File: config.mk
export PLATFORM = sky130hd
export DESIGN_NAME = board_io_frontend
export DESIGN_NICKNAME = d
export VERILOG_FILES = /design/src/rtl/board_io_pkg.sv /design/src/rtl/btn_debounce.sv /design/src/rtl/board_io_frontend.sv
export SDC_FILE = /design/constraint.sdc
export NUM_CORES = 1
export LEC_CHECK = 0
export ABC_CLOCK_PERIOD_IN_PS = 2900
export BUFFER_PORTS_ARGS = -buffer_cell sky130_fd_sc_hd__clkbuf_2
export CAP_MARGIN = 20
export CORE_MARGIN = 1
export CORE_UTILIZATION = 45
export CTS_CLUSTER_DIAMETER = 80
export DETAILED_ROUTE_END_ITERATION = 16
export PLACE_DENSITY = 0.67
export SYNTH_ARGS = -nofsm -noshare
export SYNTH_HDL_FRONTEND = slang
export SYNTH_SLANG_ARGS = --single-unit
File: constraint.sdc
create_clock -name clk -period 2.9 [get_ports clk]
set_input_delay 0.435 -clock clk [delete_from_list [all_inputs] [get_ports clk]]
set_output_delay 0.435 -clock clk [all_outputs]
set_load 0.005 [all_outputs]
File: src/rtl/board_io_pkg.sv
// Shared types and the 7-segment hex decode table for the board I/O front-end.
package board_io_pkg;

   typedef logic [6:0] seg_t;

   // Segment patterns are {g,f,e,d,c,b,a}, active-high; drivers invert for the pins.
   localparam seg_t SEG_OFF = 7'h7F;

   localparam seg_t SEG_HEX [16] = '{
      7'h3F, 7'h06, 7'h5B, 7'h4F, 7'h66, 7'h6D, 7'h7D, 7'h07,
      7'h7F, 7'h6F, 7'h77, 7'h7C, 7'h39, 7'h5E, 7'h79, 7'h71
   };

   function automatic seg_t hex7(input logic [3:0] nibble);
      return SEG_HEX[nibble];
   endfunction

endpackage

File: src/rtl/btn_debounce.sv
// Per-button debouncer with press pulse; auto-repeat is built only when
// BOARD_IO_AUTOREPEAT_EN is defined.
module btn_debounce #(
   parameter int unsigned DEBOUNCE_CYCLES = 1000000,
   parameter int unsigned REPEAT_DELAY    = 50000000,
   parameter int unsigned REPEAT_RATE     = 10000000
) (
   input  logic clk,
   input  logic rst_n,
   input  logic sync_in,
   output logic level,
   output logic press
);

   localparam int unsigned CNT_W = $clog2(DEBOUNCE_CYCLES);

   logic [CNT_W-1:0] cnt;
   logic             level_q;
   logic             rise_c;
   logic             repeat_c;

   assign rise_c = level & ~level_q;

   // Level flips only after the synchronised input has differed for DEBOUNCE_CYCLES cycles.
   always_ff @(posedge clk or negedge rst_n) begin
      if (!rst_n) begin
         cnt     <= '0;
         level   <= 1'b0;
         level_q <= 1'b0;
         press   <= 1'b0;
      end else begin
         level_q <= level;
         press   <= rise_c | repeat_c;
         if (sync_in == level) begin
            cnt <= '0;
         end else if (cnt == CNT_W'(DEBOUNCE_CYCLES - 1)) begin
            cnt   <= '0;
            level <= ~level;
         end else begin
            cnt <= cnt + 1'b1;
         end
      end
   end

`ifdef BOARD_IO_AUTOREPEAT_EN
   localparam int unsigned HOLD_MAX = (REPEAT_DELAY > REPEAT_RATE) ? REPEAT_DELAY : REPEAT_RATE;
   localparam int unsigned HOLD_W   = (HOLD_MAX > 1) ? $clog2(HOLD_MAX) : 1;

   logic [HOLD_W-1:0] hold;
   logic              repeating;

   // First repeat after REPEAT_DELAY held cycles, later ones every REPEAT_RATE.
   always_comb begin
      repeat_c = 1'b0;
      if (level) begin
         if (repeating) repeat_c = (hold == HOLD_W'(REPEAT_RATE - 1));
         else           repeat_c = (hold == HOLD_W'(REPEAT_DELAY - 1));
      end
   end

   always_ff @(posedge clk or negedge rst_n) begin
      if (!rst_n) begin
         hold      <= '0;
         repeating <= 1'b0;
      end else if (!level) begin
         hold      <= '0;
         repeating <= 1'b0;
      end else if (repeat_c) begin
         hold      <= '0;
         repeating <= 1'b1;
      end else begin
         hold <= hold + 1'b1;
      end
   end
`else
   // No hold counter in this build; the repeat timing is only referenced, never used.
   localparam bit REPEAT_CFG_OK = (REPEAT_DELAY > 1) && (REPEAT_RATE > 0);
   assign repeat_c = REPEAT_CFG_OK & 1'b0;
`endif

endmodule

File: src/rtl/board_io_frontend.sv
// Board I/O front-end: switch/button sync, debounce, LED page select, 7-seg scan.
// Optional auto-repeat of button presses via BOARD_IO_AUTOREPEAT_EN.
module board_io_frontend
   import board_io_pkg::*;
#(
   parameter int unsigned NUM_SW          = 16,
   parameter int unsigned NUM_BTN         = 5,
   parameter int unsigned NUM_DIGITS      = 4,
   parameter int unsigned NUM_PAGES       = 4,
   parameter int unsigned LED_W           = 16,
   parameter int unsigned DEBOUNCE_CYCLES = 1000000,
   parameter int unsigned SCAN_CYCLES     = 100000,
   parameter int unsigned PAGE_BTN        = 0,
   parameter int unsigned REPEAT_DELAY    = 50000000,
   parameter int unsigned REPEAT_RATE     = 10000000
) (
   input  logic                                              clk,
   input  logic                                              rst_n,
   input  logic [NUM_SW-1:0]                                 sw_raw,
   input  logic [NUM_BTN-1:0]                                btn_raw,
   output logic [NUM_SW-1:0]                                 sw_sync,
   output logic [NUM_BTN-1:0]                                btn_level,
   output logic [NUM_BTN-1:0]                                btn_press,
   input  logic [NUM_PAGES*LED_W-1:0]                        page_data,
   output logic [((NUM_PAGES > 1) ? $clog2(NUM_PAGES) : 1)-1:0] page_sel,
   output logic [LED_W-1:0]                                  led,
   input  logic [4*NUM_DIGITS-1:0]                           disp_value,
   input  logic [NUM_DIGITS-1:0]                             disp_dp,
   input  logic [NUM_DIGITS-1:0]                             disp_blank,
   output logic [6:0]                                        seg,
   output logic [NUM_DIGITS-1:0]                             an,
   output logic                                              dp
);

   localparam int unsigned PAGE_W = (NUM_PAGES > 1) ? $clog2(NUM_PAGES) : 1;
   localparam int unsigned DIG_W  = (NUM_DIGITS > 1) ? $clog2(NUM_DIGITS) : 1;
   localparam int unsigned SCAN_W = $clog2(SCAN_CYCLES);

   logic [NUM_SW-1:0]  sw_meta;
   logic [NUM_BTN-1:0] btn_meta;
   logic [NUM_BTN-1:0] btn_sync;
   logic [SCAN_W-1:0]  presc;
   logic [DIG_W-1:0]   digit;

   // Two-flop synchronisers on every raw pin.
   always_ff @(posedge clk or negedge rst_n) begin
      if (!rst_n) begin
         sw_meta  <= '0;
         sw_sync  <= '0;
         btn_meta <= '0;
         btn_sync <= '0;
      end else begin
         sw_meta  <= sw_raw;
         sw_sync  <= sw_meta;
         btn_meta <= btn_raw;
         btn_sync <= btn_meta;
      end
   end

   for (genvar i = 0; i < NUM_BTN; i++) begin : g_btn
      btn_debounce #(
         .DEBOUNCE_CYCLES (DEBOUNCE_CYCLES),
         .REPEAT_DELAY    (REPEAT_DELAY),
         .REPEAT_RATE     (REPEAT_RATE)
      ) u_btn (
         .clk     (clk),
         .rst_n   (rst_n),
         .sync_in (btn_sync[i]),
         .level   (btn_level[i]),
         .press   (btn_press[i])
      );
   end

   // LED page cycling; the LEDs always mirror the selected page one cycle later.
   always_ff @(posedge clk or negedge rst_n) begin
      if (!rst_n) begin
         page_sel <= '0;
         led      <= '0;
      end else begin
         if (btn_press[PAGE_BTN]) begin
            page_sel <= (page_sel == PAGE_W'(NUM_PAGES - 1)) ? '0 : page_sel + 1'b1;
         end
         led <= page_data[page_sel*LED_W +: LED_W];
      end
   end

   // Digit scan: prescaler advances the active digit, outputs register the active digit's drive.
   always_ff @(posedge clk or negedge rst_n) begin
      if (!rst_n) begin
         presc <= '0;
         digit <= '0;
         seg   <= SEG_OFF;
         an    <= '1;
         dp    <= 1'b1;
      end else begin
         if (presc == SCAN_W'(SCAN_CYCLES - 1)) begin
            presc <= '0;
            digit <= (digit == DIG_W'(NUM_DIGITS - 1)) ? '0 : digit + 1'b1;
         end else begin
            presc <= presc + 1'b1;
         end
         seg <= ~hex7(disp_value[digit*4 +: 4]);
         dp  <= ~disp_dp[digit];
         an  <= disp_blank[digit] ? '1 : ~(NUM_DIGITS'(1) << digit);
      end
   end

endmodule

==> insert_results.sql, run 1 <==
INSERT INTO impl_metrics (metric_group, metric, value, unit) VALUES
('worst_setup_path', 'worst_path_cell_chain', 'or4b_1, or4_1, o21ai_4, nor2_1', ''),
('clock_network', 'cts_tree', 'yes', ''),
('logic_synthesis', 'synth-edff-count', '0', ''),
('global_routing', 'grt.total_usage', '0.186', ''),
('timing', 'number_of_failing_hold_endpoints_at_the_final_stage', '0', ''),
('worst_setup_path', 'worstPathMaxFanout', '19', ''),
('worst_setup_path', 'crit_required', '3.25', 'ns'),
('floorplanning', 'boundaryPins', '167', ''),
('run_status', 'status', 'finished clean', ''),
('worst_setup_path', 'worst-r2r-cell-count', '4', ''),
('hold_path', 'hold_class', 'input port to flop', ''),
('detailed_routing', 'post_drt_wl_per_cell', '15.0', 'um'),
('logic_synthesis', 'ys_async_sr_fraction', '1.00', ''),
('timing', 'finalSetupViolations', '0', ''),
('detailed_routing', 'first_pass_iters', '4', ''),
('hold_path', 'worst_hold_path.endpoint', 'btn_meta[0]', ''),
('power', 'clkPwrFrac', '0.457', ''),
('timing', 'final_clock_period_utilization_by_the_worst_path', '0.752', ''),
('floorplanning', 'start_util', '0.466', ''),
('logic_synthesis', 'sequential_cell_area_fraction_in_the_yosys_report', '0.563', ''),
('timing', 'final_max_slew_viol_count', '0', ''),
('logic_synthesis', 'synthCells', '797', ''),
('hold_path', 'whs_path_depth', '1', ''),
('worst_setup_path', 'worst_path_max_delay_cell', 'or4_1', ''),
('placed_design', 'placement.setup.worst_slack', '0.710', 'ns'),
('timing', 'worst_pin_slew', '0.788', 'ns'),
('power', 'power.combinational.fraction', '0.050', ''),
('detailed_routing', 'route.antenna.remaining_nets', '0', ''),
('clock_network', 'clk_latency', '0.50', 'ns'),
('clock_network', 'postCtsSetupRepairBufs', '0', ''),
('global_routing', 'grt_overflow_total', '0', ''),
('finish', 'layout-drive-gt1-share', '0.270', ''),
('timing', 'totalNegativeSetupSlack', '0', 'ns'),
('detailed_routing', 'drt-total-wl', '18.8', 'mm'),
('worst_setup_path', 'r2r_end', 'g_btn[2].u_btn.cnt[3]', ''),
('clock_network', 'postCtsHoldBufs', '1', ''),
('detailed_routing', 'drc', '0', ''),
('global_routing', 'first_global_vias', '6589', ''),
('detailed_routing', 'via_per_inst', '5.30', ''),
('flow_run', 'drv_cap', '0', ''),
('worst_setup_path', 'slowest_stage_delay_on_critical_path', '0.58', 'ns'),
('worst_setup_path', 'startpoint_type', 'flop', ''),
('clock_network', 'clock_sinks', '206', ''),
('hold_path', 'hold_path_startpoint', 'btn_raw[0]', ''),
('logic_synthesis', 'synth_top_flop_cell', 'dfrtp_1', ''),
('power', 'irDropWorstVdd', '0.394', 'mV'),
('floorplanning', 'chipHeight', '145', 'um'),
('finish', 'nNetsFinal', '1095', ''),
('power', 'power.share.sequential', '0.493', ''),
('finish', 'areaGrowthSynthToFinish', '19.9', '%'),
('logic_synthesis', 'yosys_warnings', '0', ''),
('timing', 'finalWorstPathRequiredPeriod', '2.18', 'ns'),
('finish', 'finalCoreUtilization', '0.559', ''),
('placed_design', 'quantity_of_i_o_buffers_inserted_on_ports', '166', ''),
('global_routing', 'grt_max_degree', '84', ''),
('logic_synthesis', 'syn_avg_cell_area', '11.5', 'sq um'),
('power', 'p_switching', '1310', 'uW'),
('clock_network', 'numCtsBuffers', '23', ''),
('timing', 'rsz0062_at_grt', 'false', ''),
('floorplanning', 'die_area', '21000', 'sq um'),
('worst_setup_path', 'worst_setup_path_class', 'flop to flop', ''),
('worst_setup_path', 'worst_setup_path_end_kind', 'flop', ''),
('floorplanning', 'core_area', '19700', 'sq um'),
('worst_setup_path', 'regToRegStartpoint', 'g_btn[2].u_btn.cnt[15]', ''),
('placed_design', 'dp_hpwl', '13.4', 'mm'),
('timing', 'fmaxAchievable', '459', 'MHz'),
('clock_network', 'postCtsResizedCells', '0', ''),
('logic_synthesis', 'mappedNetlistArea', '9190', 'sq um'),
('power', 'pwr_cell_area', '550', 'nW/um^2'),
('timing', 'slew_headroom', '0.475', ''),
('clock_network', 'htree_num_levels', '1', '');
[cell usage in the layout, fill, tap and decap left out, types with 7 or more instances in the layout]
cell | Yosys | final
mux2_2 | 11 | 11
nand4_1 | 21 | 21
buf_4 | 11 | 8
and3_1 | 13 | 13
nand3_1 | 46 | 46
dfstp_2 | 12 | 12
nor3_1 | 19 | 19
clkbuf_1 | 15 | 8
or3_1 | 18 | 18
mux4_2 | 23 | 23
clkbuf_16 | 0 | 23
ha_1 | 17 | 17
and4_1 | 8 | 8
a21oi_1 | 36 | 36
o21ai_0 | 26 | 26
clkbuf_2 | 0 | 165
nor2_1 | 84 | 84
or4_1 | 16 | 16
nor4_1 | 13 | 13
o31ai_1 | 7 | 7
nand2_1 | 46 | 46
xor2_1 | 29 | 29
dfrtp_1 | 194 | 194
xnor2_1 | 46 | 46
inv_1 | 27 | 27
[kinds of logic (layout without fill, tap and decap cells)]
group	Yosys count	in the layout	synth area share
xor+xnor	75	75	0.0715
simple gates	324	324	0.189
compound gates	81	81	0.0531
mux	36	36	0.0720
flops	206	206	0.563
fa+ha+maj	17	17	0.0231
buf+inv	58	245	0.0287
[cell type report]
| cell class | instances | area (sq um) |
|---|---|---|
| clock buffers | 35 | 661 |
| fillers | 1679 | 8700 |
| flip-flops and latches | 206 | 5170 |
| clock inverters | 7 | 68.8 |
| repair buffers | 176 | 931 |
| multi-input cells | 533 | 3760 |
| well taps | 265 | 332 |
| inverters | 27 | 101 |
[sequential cells by signal, summed over array words and instances (netlist names)]
name	cells
seg	7
g_btn.u_btn.cnt	100
g_btn.u_btn.level	5
page_sel	2
led	16
btn_meta	5
g_btn.u_btn.level_q	5
presc	17
digit	2
dp	1
sw_meta	16
an	4
g_btn.u_btn.press	5
btn_sync	5
sw_sync	16
[through the flow]
| stage | hold slack (ns) | area (sq um) | total power (uW) | std cells |
|---|---|---|---|---|
| 2_1_floorplan | 0.139 | 9190 | 3140 | 797 |
| 3_3_place_gp | 0.332 | 10300 | 3340 | 1206 |
| 6_report | 0.0359 | 11000 | 6060 | 1249 |
| 3_5_place_dp | 0.335 | 10300 | 3350 | 1206 |
| 4_1_cts | 0.0174 | 11000 | 6150 | 1249 |
| 5_1_grt | 0.0188 | 11000 | 6320 | 1249 |
[synthesized netlist by cell type, drive strengths merged, types with 8 or more instances]
cell,n,area [sq um]
and4,8,70.1
nor4,13,81.3
inv,27,101
a21oi,36,180
nor2,84,315
or4,16,120
mux2,11,124
nand3,46,230
xor2,29,254
o31ai,11,103
and3,13,81.3
dfrtp,194,4850
buf,16,106
nand4,22,153
ha,17,213
xnor2,46,403
or3,18,113
mux4,23,518
dfstp,12,315
o21ai,27,146
nor3,19,95.1
nand2,46,173
clkbuf,15,56.3
[power groups by stage]
stage	clock network (uW)	logic, uW	registers (uW)
2_1_floorplan	0	101	3040
3_3_place_gp	0	302	3040
3_5_place_dp	0	306	3040
4_1_cts	2850	308	2990
5_1_grt	2980	339	3000
6_report	2770	300	2990
[worst max-delay path: cells and delay by family, from the launching register on]
kind               cells  cell delay, ns
DFF                    1            0.40
and+or+nand+nor        3            1.19
AOI/OAI and AO/OA      1            0.45
[metal layers]
metal | global-route usage | vias to the layer above | share of wire
met4 | 0.0495 | 2 | 0.016
met5 | 0 | - | 0.00091
met1 | 0.265 | 3283 | 0.47
met3 | 0.0352 | 26 | 0.047
met2 | 0.293 | 139 | 0.47
li1 | - | 3166 | -
[worst max-delay path by stage]
stage	from	endpoint	slack, ns	cells past startpoint
after floorplan	g_btn[2].u_btn.cnt[15]	g_btn[2].u_btn.cnt[11]	0.87	5
after CTS	g_btn[2].u_btn.cnt[15]	g_btn[2].u_btn.cnt[3]	0.70	4
after detailed placement	digit[0]	seg[3]	0.71	5
final	g_btn[2].u_btn.cnt[15]	g_btn[2].u_btn.cnt[3]	0.72	4
after global routing	g_btn[2].u_btn.cnt[15]	g_btn[2].u_btn.cnt[3]	0.56	4
after global placement	g_btn[2].u_btn.cnt[15]	g_btn[2].u_btn.cnt[3]	0.74	4
Note: power is estimated with default switching activity, not from simulation.
==> inputs of run 2 (changes only) <==
Settings changed: ABC_CLOCK_PERIOD_IN_PS 2900 to 1800, PLACE_DENSITY 0.67 to 0.69.
Clock period 2.9 ns to 1.8 ns, I/O delays scaled along.
==> run 2 against run 1 <==
Effect of this change: worst hold slack improved by 0.046 ns; the flow now finishes with violations (negative setup slack); maximum frequency increased by 9.2%; clock skew decreased by 0.0032 ns; global-route usage increased by 0.72 points; via count increased by 6.3%.
==> insert_results.sql, run 2 (synthesized netlist as in run 1, its figures left out) <==
INSERT INTO impl_metrics (metric_group, metric, value, unit) VALUES
('run_status', 'violations', 'negative setup slack', ''),
('finish', 'leading_cell_type_in_the_layout_fill_and_taps_excluded', 'dfrtp_1', ''),
('worst_setup_path', 'register_to_register_path_setup_slack', '-0.20', 'ns'),
('finish', 'num_antenna_cells', '0', ''),
('worst_setup_path', 'r2r_end', 'g_btn[2].u_btn.cnt[15]', ''),
('placed_design', 'dp_hpwl', '14.3', 'mm'),
('global_routing', 'grt_pass1_wl', '34.0', 'mm'),
('power', 'pwr_cell_area', '819', 'nW/um^2'),
('flow_run', 'drv_cap', '0', ''),
('detailed_routing', 'route.antenna.remaining_nets', '0', ''),
('worst_setup_path', 'worstPathMaxFanout', '19', ''),
('clock_network', 'path_clk_slew', '0.06', 'ns'),
('clock_network', 'htree_num_levels', '1', ''),
('floorplanning', 'chipHeight', '145', 'um'),
('finish', 'areaGrowthSynthToFinish', '33.2', '%'),
('finish', 'max_flop_register', 'g_btn.u_btn.cnt', ''),
('floorplanning', 'boundaryPins', '167', ''),
('hold_path', 'hold_class', 'input port to flop', ''),
('worst_setup_path', 'arrival_time_at_the_worst_endpoint', '2.37', 'ns'),
('detailed_routing', 'via_count', '7031', ''),
('power', 'p_leak', '0.00547', 'uW'),
('finish', 'nNetsFinal', '1215', ''),
('finish', 'layout-drive-gt1-share', '0.361', ''),
('placed_design', 'placement.setup.worst_slack', '-0.215', 'ns'),
('hold_path', 'hold_path_startpoint', 'page_data[56]', ''),
('run_status', 'status', 'finished, violations left', ''),
('clock_network', 'clk_latency', '0.50', 'ns'),
('timing', 'finClkSkew', '0.00858', 'ns'),
('detailed_routing', 'drc', '0', ''),
('placed_design', 'gpl.final_weighted_congestion', '0.844', ''),
('timing', 'fmaxAchievable', '501', 'MHz'),
('finish', 'top_regs', 'g_btn.u_btn.cnt: 100 flops, presc: 17 flops', ''),
('detailed_routing', 'dr.first_iter.drc_count', '331', ''),
('hold_path', 'whs_path_depth', '2', ''),
('placed_design', 'quantity_of_i_o_buffers_inserted_on_ports', '166', ''),
('finish', 'num-fill-cells', '1539', ''),
('detailed_routing', 'first_pass_iters', '4', ''),
('clock_network', 'clock_sinks', '206', ''),
('floorplanning', 'start_util', '0.466', ''),
('floorplanning', 'fp-row-count', '51', ''),
('clock_network', 'cts_tree', 'yes', ''),
('timing', 'rsz0062_at_grt', 'true', ''),
('floorplanning', 'fp.dieW', '145', 'um'),
('floorplanning', 'die_area', '21000', 'sq um'),
('clock_network', 'clk_path_buf_depth', '3', ''),
('timing', 'post-route-worst-setup-slack', '-0.197', 'ns'),
('clock_network', 'clk_root_buffer_cell', 'clkbuf_16', ''),
('global_routing', 'grt_max_degree', '51', ''),
('detailed_routing', 'post_drt_wl_per_cell', '14.6', 'um'),
('hold_path', 'worst_hold_path.endpoint', 'led[8]', ''),
('timing', 'worst_pin_slew', '0.442', 'ns'),
('power', 'irDropWorstVdd', '0.718', 'mV'),
('global_routing', 'grt.total_usage', '0.194', ''),
('timing', 'final_max_slew_viol_count', '0', ''),
('detailed_routing', 'via_per_inst', '5.14', ''),
('detailed_routing', 'drt-total-wl', '20.0', 'mm'),
('timing', 'finalSetupViolations', '21', ''),
('worst_setup_path', 'worst_setup_path_class', 'flop to flop', ''),
('worst_setup_path', 'worst_setup_path_end_kind', 'flop', ''),
('finish', 'largest_register_ffs', '100', ''),
('worst_setup_path', 'worst-r2r-cell-count', '5', ''),
('timing', 'final_clock_period_utilization_by_the_worst_path', '1.11', ''),
('floorplanning', 'core_area', '19700', 'sq um'),
('clock_network', 'numCtsBuffers', '23', ''),
('global_routing', 'antenna_found_initial', '0', ''),
('worst_setup_path', 'crit_required', '2.17', 'ns'),
('global_routing', 'grt_overflow_total', '0', ''),
('worst_setup_path', 'startpoint_type', 'flop', ''),
('timing', 'slew_headroom', '0.703', ''),
('worst_setup_path', 'regToRegStartpoint', 'g_btn[2].u_btn.cnt[15]', ''),
('global_routing', 'first_global_vias', '7094', ''),
('timing', 'worst_hold_slack', '0.0816', 'ns'),
('timing', 'number_of_failing_hold_endpoints_at_the_final_stage', '0', ''),
('finish', 'layout.cells.most_common_list', 'dfrtp_1 (192), clkbuf_2 (165), buf_4 (99)', ''),
('timing', 'finalWorstPathRequiredPeriod', '2.00', 'ns');
==> run 2: cell count changes in the layout (fill, tap and decap cells not counted), moves of 5 or more <==
cell	before	now
a21oi_1	36	31
a21oi_2	0	5
buf_12	1	6
buf_4	8	99
dlygate4sd3_1	1	22
ha_1	17	8
ha_2	0	6
or4_1	16	10
or4_4	0	6
==> run 2: worst max path at each step <==
stage	from	end	slack, ns	cells past startpoint
after floorplan	g_btn[2].u_btn.cnt[15]	g_btn[2].u_btn.cnt[11]	-0.19	5
after global placement	g_btn[2].u_btn.cnt[15]	g_btn[2].u_btn.level	-0.17	4
after detailed placement	g_btn[2].u_btn.cnt[15]	g_btn[2].u_btn.level	-0.21	4
after CTS	g_btn[2].u_btn.cnt[15]	g_btn[2].u_btn.level	-0.21	4
after global routing	g_btn[2].u_btn.cnt[15]	g_btn[2].u_btn.cnt[15]	-0.26	5
final	g_btn[2].u_btn.cnt[15]	g_btn[2].u_btn.cnt[15]	-0.20	5
==> run 2: area by class of cell <==
type	count	area (sq um)	area share
inverter	27	101	0.00828
clock inverter	4	73.8	0.00603
timing repair buffer	296	1960	0.160
clock buffer	38	672	0.0549
sequential	206	5170	0.423
multi-input combinational	533	3930	0.321
tap	265	332	0.0271
==> run 2: report_power, final <==
| group | switching, uW | total (uW) | internal [uW] |
|---|---|---|---|
| Combinational | 308 | 639 | 332 |
| Sequential | 51.4 | 4810 | 4750 |
| Clock | 1750 | 4580 | 2820 |
==> run 2: what timing repair did <==
| item | 4_1_cts | 5_1_grt |
|---|---|---|
| endpoints found under the setup margin | 29 | 38 |
| resized for setup | 8 | 23 |
| pin swaps | 1 | 7 |
| setup buffers | 2 | 7 |
| hold buffers | 22 | 0 |
| endpoints found under the hold margin | 56 | 0 |
==> run 2: critical path, stage by stage (launching register included) <==
cell	delay, ns
dfrtp_1	0.37
or4b_1	0.52
or4_4	0.56
o21ai_4	0.18
buf_12	0.17
a21oi_1	0.06
==> run 2: per-layer routing <==
| metal | up-vias | wire length [um] | track usage |
|---|---|---|---|
| li1 | 3406 | - | - |
| met1 | 3458 | 9120 | 0.265 |
| met2 | 131 | 9650 | 0.311 |
| met3 | 36 | 918 | 0.0412 |
| met4 | 0 | 356 | 0.0532 |
| met5 | - | 0 | 0 |
==> run 2: per-stage QoR <==
step	TNS [ns]	std cells	power, uW	util	cell area, sq um
final	-3.56	1369	10000	0.621	12200
after global routing	-4.90	1369	10400	0.621	12200
after CTS	-3.64	1362	10100	0.614	12100
after detailed placement	-3.45	1296	5470	0.563	11100
after global placement	-2.64	1296	5450	0.563	11100
after floorplan	-2.74	797	5070	-	9290
==> inputs of run 3 (changes only) <==
Settings changed: ABC_CLOCK_PERIOD_IN_PS 1800 to 2200, CORE_ASPECT_RATIO set to 0.75, PLACE_DENSITY 0.69 to 0.67.
Clock period 1.8 ns to 2.2 ns, I/O delays scaled along.
==> run 3 against run 2 <==
Effect of this change: the run now ends clean; clock power down 19%; sequential share of layout area up 3.3 points; cell count down 7.6%; largest power group unchanged.
==> insert_results.sql, run 3 (synthesized netlist as in run 1, its figures left out) <==
INSERT INTO impl_metrics (metric_group, metric, value, unit) VALUES
('run_status', 'status', 'finished clean', ''),
('finish', 'finalCoreUtilization', '0.577', ''),
('clock_network', 'clk_root_buffer_cell', 'clkbuf_16', ''),
('detailed_routing', 'post_drt_wl_per_cell', '15.1', 'um'),
('floorplanning', 'fp-row-count', '44', ''),
('timing', 'worst_hold_slack', '0.159', 'ns'),
('worst_setup_path', 'slowest_stage_delay_on_critical_path', '0.58', 'ns'),
('worst_setup_path', 'worst_path_max_delay_cell', 'or4_1', ''),
('timing', 'final_max_slew_viol_count', '0', ''),
('floorplanning', 'chipHeight', '126', 'um'),
('global_routing', 'first_global_vias', '6438', ''),
('global_routing', 'grt.met2_usage', '0.264', ''),
('power', 'p_leak', '0.00500', 'uW'),
('timing', 'totalNegativeSetupSlack', '0', 'ns'),
('global_routing', 'grt.total_usage', '0.187', ''),
('detailed_routing', 'dr.first_iter.drc_count', '411', ''),
('worst_setup_path', 'crit_required', '2.57', 'ns'),
('finish', 'nNetsFinal', '1126', ''),
('timing', 'worst_pin_slew', '0.815', 'ns'),
('clock_network', 'cts_tree', 'yes', ''),
('detailed_routing', 'via_count', '6637', ''),
('placed_design', 'placed_cell_area', '10400', 'sq um'),
('finish', 'num_antenna_cells', '0', ''),
('clock_network', 'clk_latency', '0.48', 'ns'),
('timing', 'finClkSkew', '0.00934', 'ns'),
('detailed_routing', 'route.antenna.remaining_nets', '0', ''),
('power', 'power.share.sequential', '0.486', ''),
('timing', 'number_of_failing_hold_endpoints_at_the_final_stage', '0', ''),
('placed_design', 'gpl.final_weighted_congestion', '0.806', ''),
('clock_network', 'path_clk_slew', '0.06', 'ns'),
('clock_network', 'clock_sinks', '206', ''),
('power', 'clkPwrFrac', '0.460', ''),
('finish', 'largest_register_ffs', '100', ''),
('timing', 'rsz0062_at_grt', 'false', ''),
('power', 'irDropWorstVdd', '0.409', 'mV'),
('worst_setup_path', 'worst_setup_path_end_kind', 'flop', ''),
('power', 'p_switching', '1690', 'uW'),
('placed_design', 'dp_hpwl', '13.7', 'mm'),
('worst_setup_path', 'startpoint_type', 'flop', ''),
('detailed_routing', 'drc', '0', ''),
('global_routing', 'grt_overflow_total', '0', ''),
('hold_path', 'hold_class', 'input port to flop', ''),
('flow_run', 'drv_cap', '0', ''),
('global_routing', 'antenna_found_initial', '0', ''),
('timing', 'finalWorstPathRequiredPeriod', '2.11', 'ns'),
('finish', 'layout-drive-gt1-share', '0.278', ''),
('timing', 'post-route-worst-setup-slack', '0.0874', 'ns'),
('power', 'swShare', '0.209', ''),
('finish', 'layout.cells.most_common_list', 'dfrtp_1 (194), clkbuf_2 (165), nor2_1 (84)', ''),
('detailed_routing', 'first_pass_iters', '4', ''),
('finish', 'areaGrowthSynthToFinish', '23.4', '%'),
('clock_network', 'htree_num_levels', '1', ''),
('placed_design', 'quantity_of_i_o_buffers_inserted_on_ports', '166', ''),
('floorplanning', 'die_area', '21000', 'sq um'),
('detailed_routing', 'drt-total-wl', '19.1', 'mm'),
('worst_setup_path', 'worstPathMaxFanout', '15', ''),
('power', 'power.combinational.fraction', '0.055', ''),
('finish', 'top_regs', 'g_btn.u_btn.cnt: 100 flops, presc: 17 flops', ''),
('floorplanning', 'boundaryPins', '167', ''),
('placed_design', 'placement.setup.worst_slack', '0.0350', 'ns'),
('timing', 'slew_headroom', '0.457', ''),
('finish', 'design_area', '11300', 'sq um'),
('global_routing', 'gr-usage-met3', '0.0427', ''),
('global_routing', 'grt_pass1_wl', '32.2', 'mm'),
('finish', 'max_flop_register', 'g_btn.u_btn.cnt', ''),
('timing', 'final_clock_period_utilization_by_the_worst_path', '0.960', ''),
('global_routing', 'grt-busiest-layer', 'met1', ''),
('clock_network', 'numCtsBuffers', '21', ''),
('detailed_routing', 'via_per_inst', '5.25', ''),
('timing', 'fmaxAchievable', '473', 'MHz'),
('worst_setup_path', 'register_to_register_path_setup_slack', '0.09', 'ns'),
('worst_setup_path', 'arrival_time_at_the_worst_endpoint', '2.48', 'ns'),
('timing', 'finalSetupViolations', '0', ''),
('floorplanning', 'start_util', '0.468', ''),
('finish', 'leading_cell_type_in_the_layout_fill_and_taps_excluded', 'dfrtp_1', ''),
('clock_network', 'clk_path_buf_depth', '3', ''),
('global_routing', 'grt_max_degree', '58', ''),
('floorplanning', 'core_area', '19700', 'sq um'),
('global_routing', 'm1_gr_usage', '0.291', ''),
('power', 'intPower', '6420', 'uW'),
('worst_setup_path', 'worst_path_cell_chain', 'or4b_1, or4_1, o21ai_4, buf_12, nor2_1', ''),
('floorplanning', 'fp.dieW', '167', 'um'),
('worst_setup_path', 'worst_setup_path_class', 'flop to flop', ''),
('power', 'pwr_cell_area', '715', 'nW/um^2'),
('finish', 'num-fill-cells', '1643', '');
-- run 3: final cells by class --
type | count | area, sq um | share of cell area
clock inverter | 6 | 108 | 0.00948
clock buffer | 31 | 623 | 0.0549
inverter | 27 | 101 | 0.00893
multi-input combinational | 533 | 3770 | 0.332
tap | 253 | 317 | 0.0279
timing repair buffer | 209 | 1260 | 0.111
sequential | 206 | 5170 | 0.456
-- run 3: worst paths after layout --
check	startpoint	endpoint	cells past startpoint
min reg2reg	sw_meta[5]	sw_sync[5]	0
max in group asynchronous	rst_n	g_btn[2].u_btn.cnt[5]	3
max	g_btn[2].u_btn.cnt[8]	g_btn[2].u_btn.cnt[2]	5
min in group asynchronous	rst_n	g_btn[2].u_btn.press	2
min	page_data[43]	led[11]	2
max reg2reg	g_btn[2].u_btn.cnt[8]	g_btn[2].u_btn.cnt[2]	5
-- run 3: through the flow --
| step | total power [uW] | cells |
|---|---|---|
| floorplan | 4130 | 797 |
| global placement | 4420 | 1206 |
| detailed placement | 4420 | 1206 |
| CTS | 8240 | 1265 |
| global route | 8420 | 1265 |
| finish | 8110 | 1265 |
-- run 3: routing by layer --
| metal | part of all wire | up-vias |
|---|---|---|
| met1 | 0.51 | 3258 |
| li1 | - | 3231 |
| met5 | 0 | - |
| met4 | 0.017 | 0 |
| met3 | 0.047 | 25 |
| met2 | 0.42 | 123 |
-- run 3: what timing repair did --
| item | CTS | global route |
|---|---|---|
| resized for setup | 0 | 4 |
| endpoints found under the hold margin | 72 | 0 |
| hold buffers | 22 | 0 |
| endpoints found under the setup margin | 0 | 3 |
| buffers inserted | 0 | 0 |
-- run 3: power groups by stage --
stage,Clock (uW),Sequential [uW],Combinational (uW)
after detailed placement,0,4010,417
after global placement,0,4000,414
after floorplan,0,4000,133
after CTS,3850,3940,451
after global routing,3980,3950,495
final,3730,3940,443
-- run 3: critical path: cells and delay by family (launching register included) --
family          cells  cell delay, ns
buf+inv             1            0.18
flops               1            0.41
compound gates      1            0.25
simple gates        3            1.14
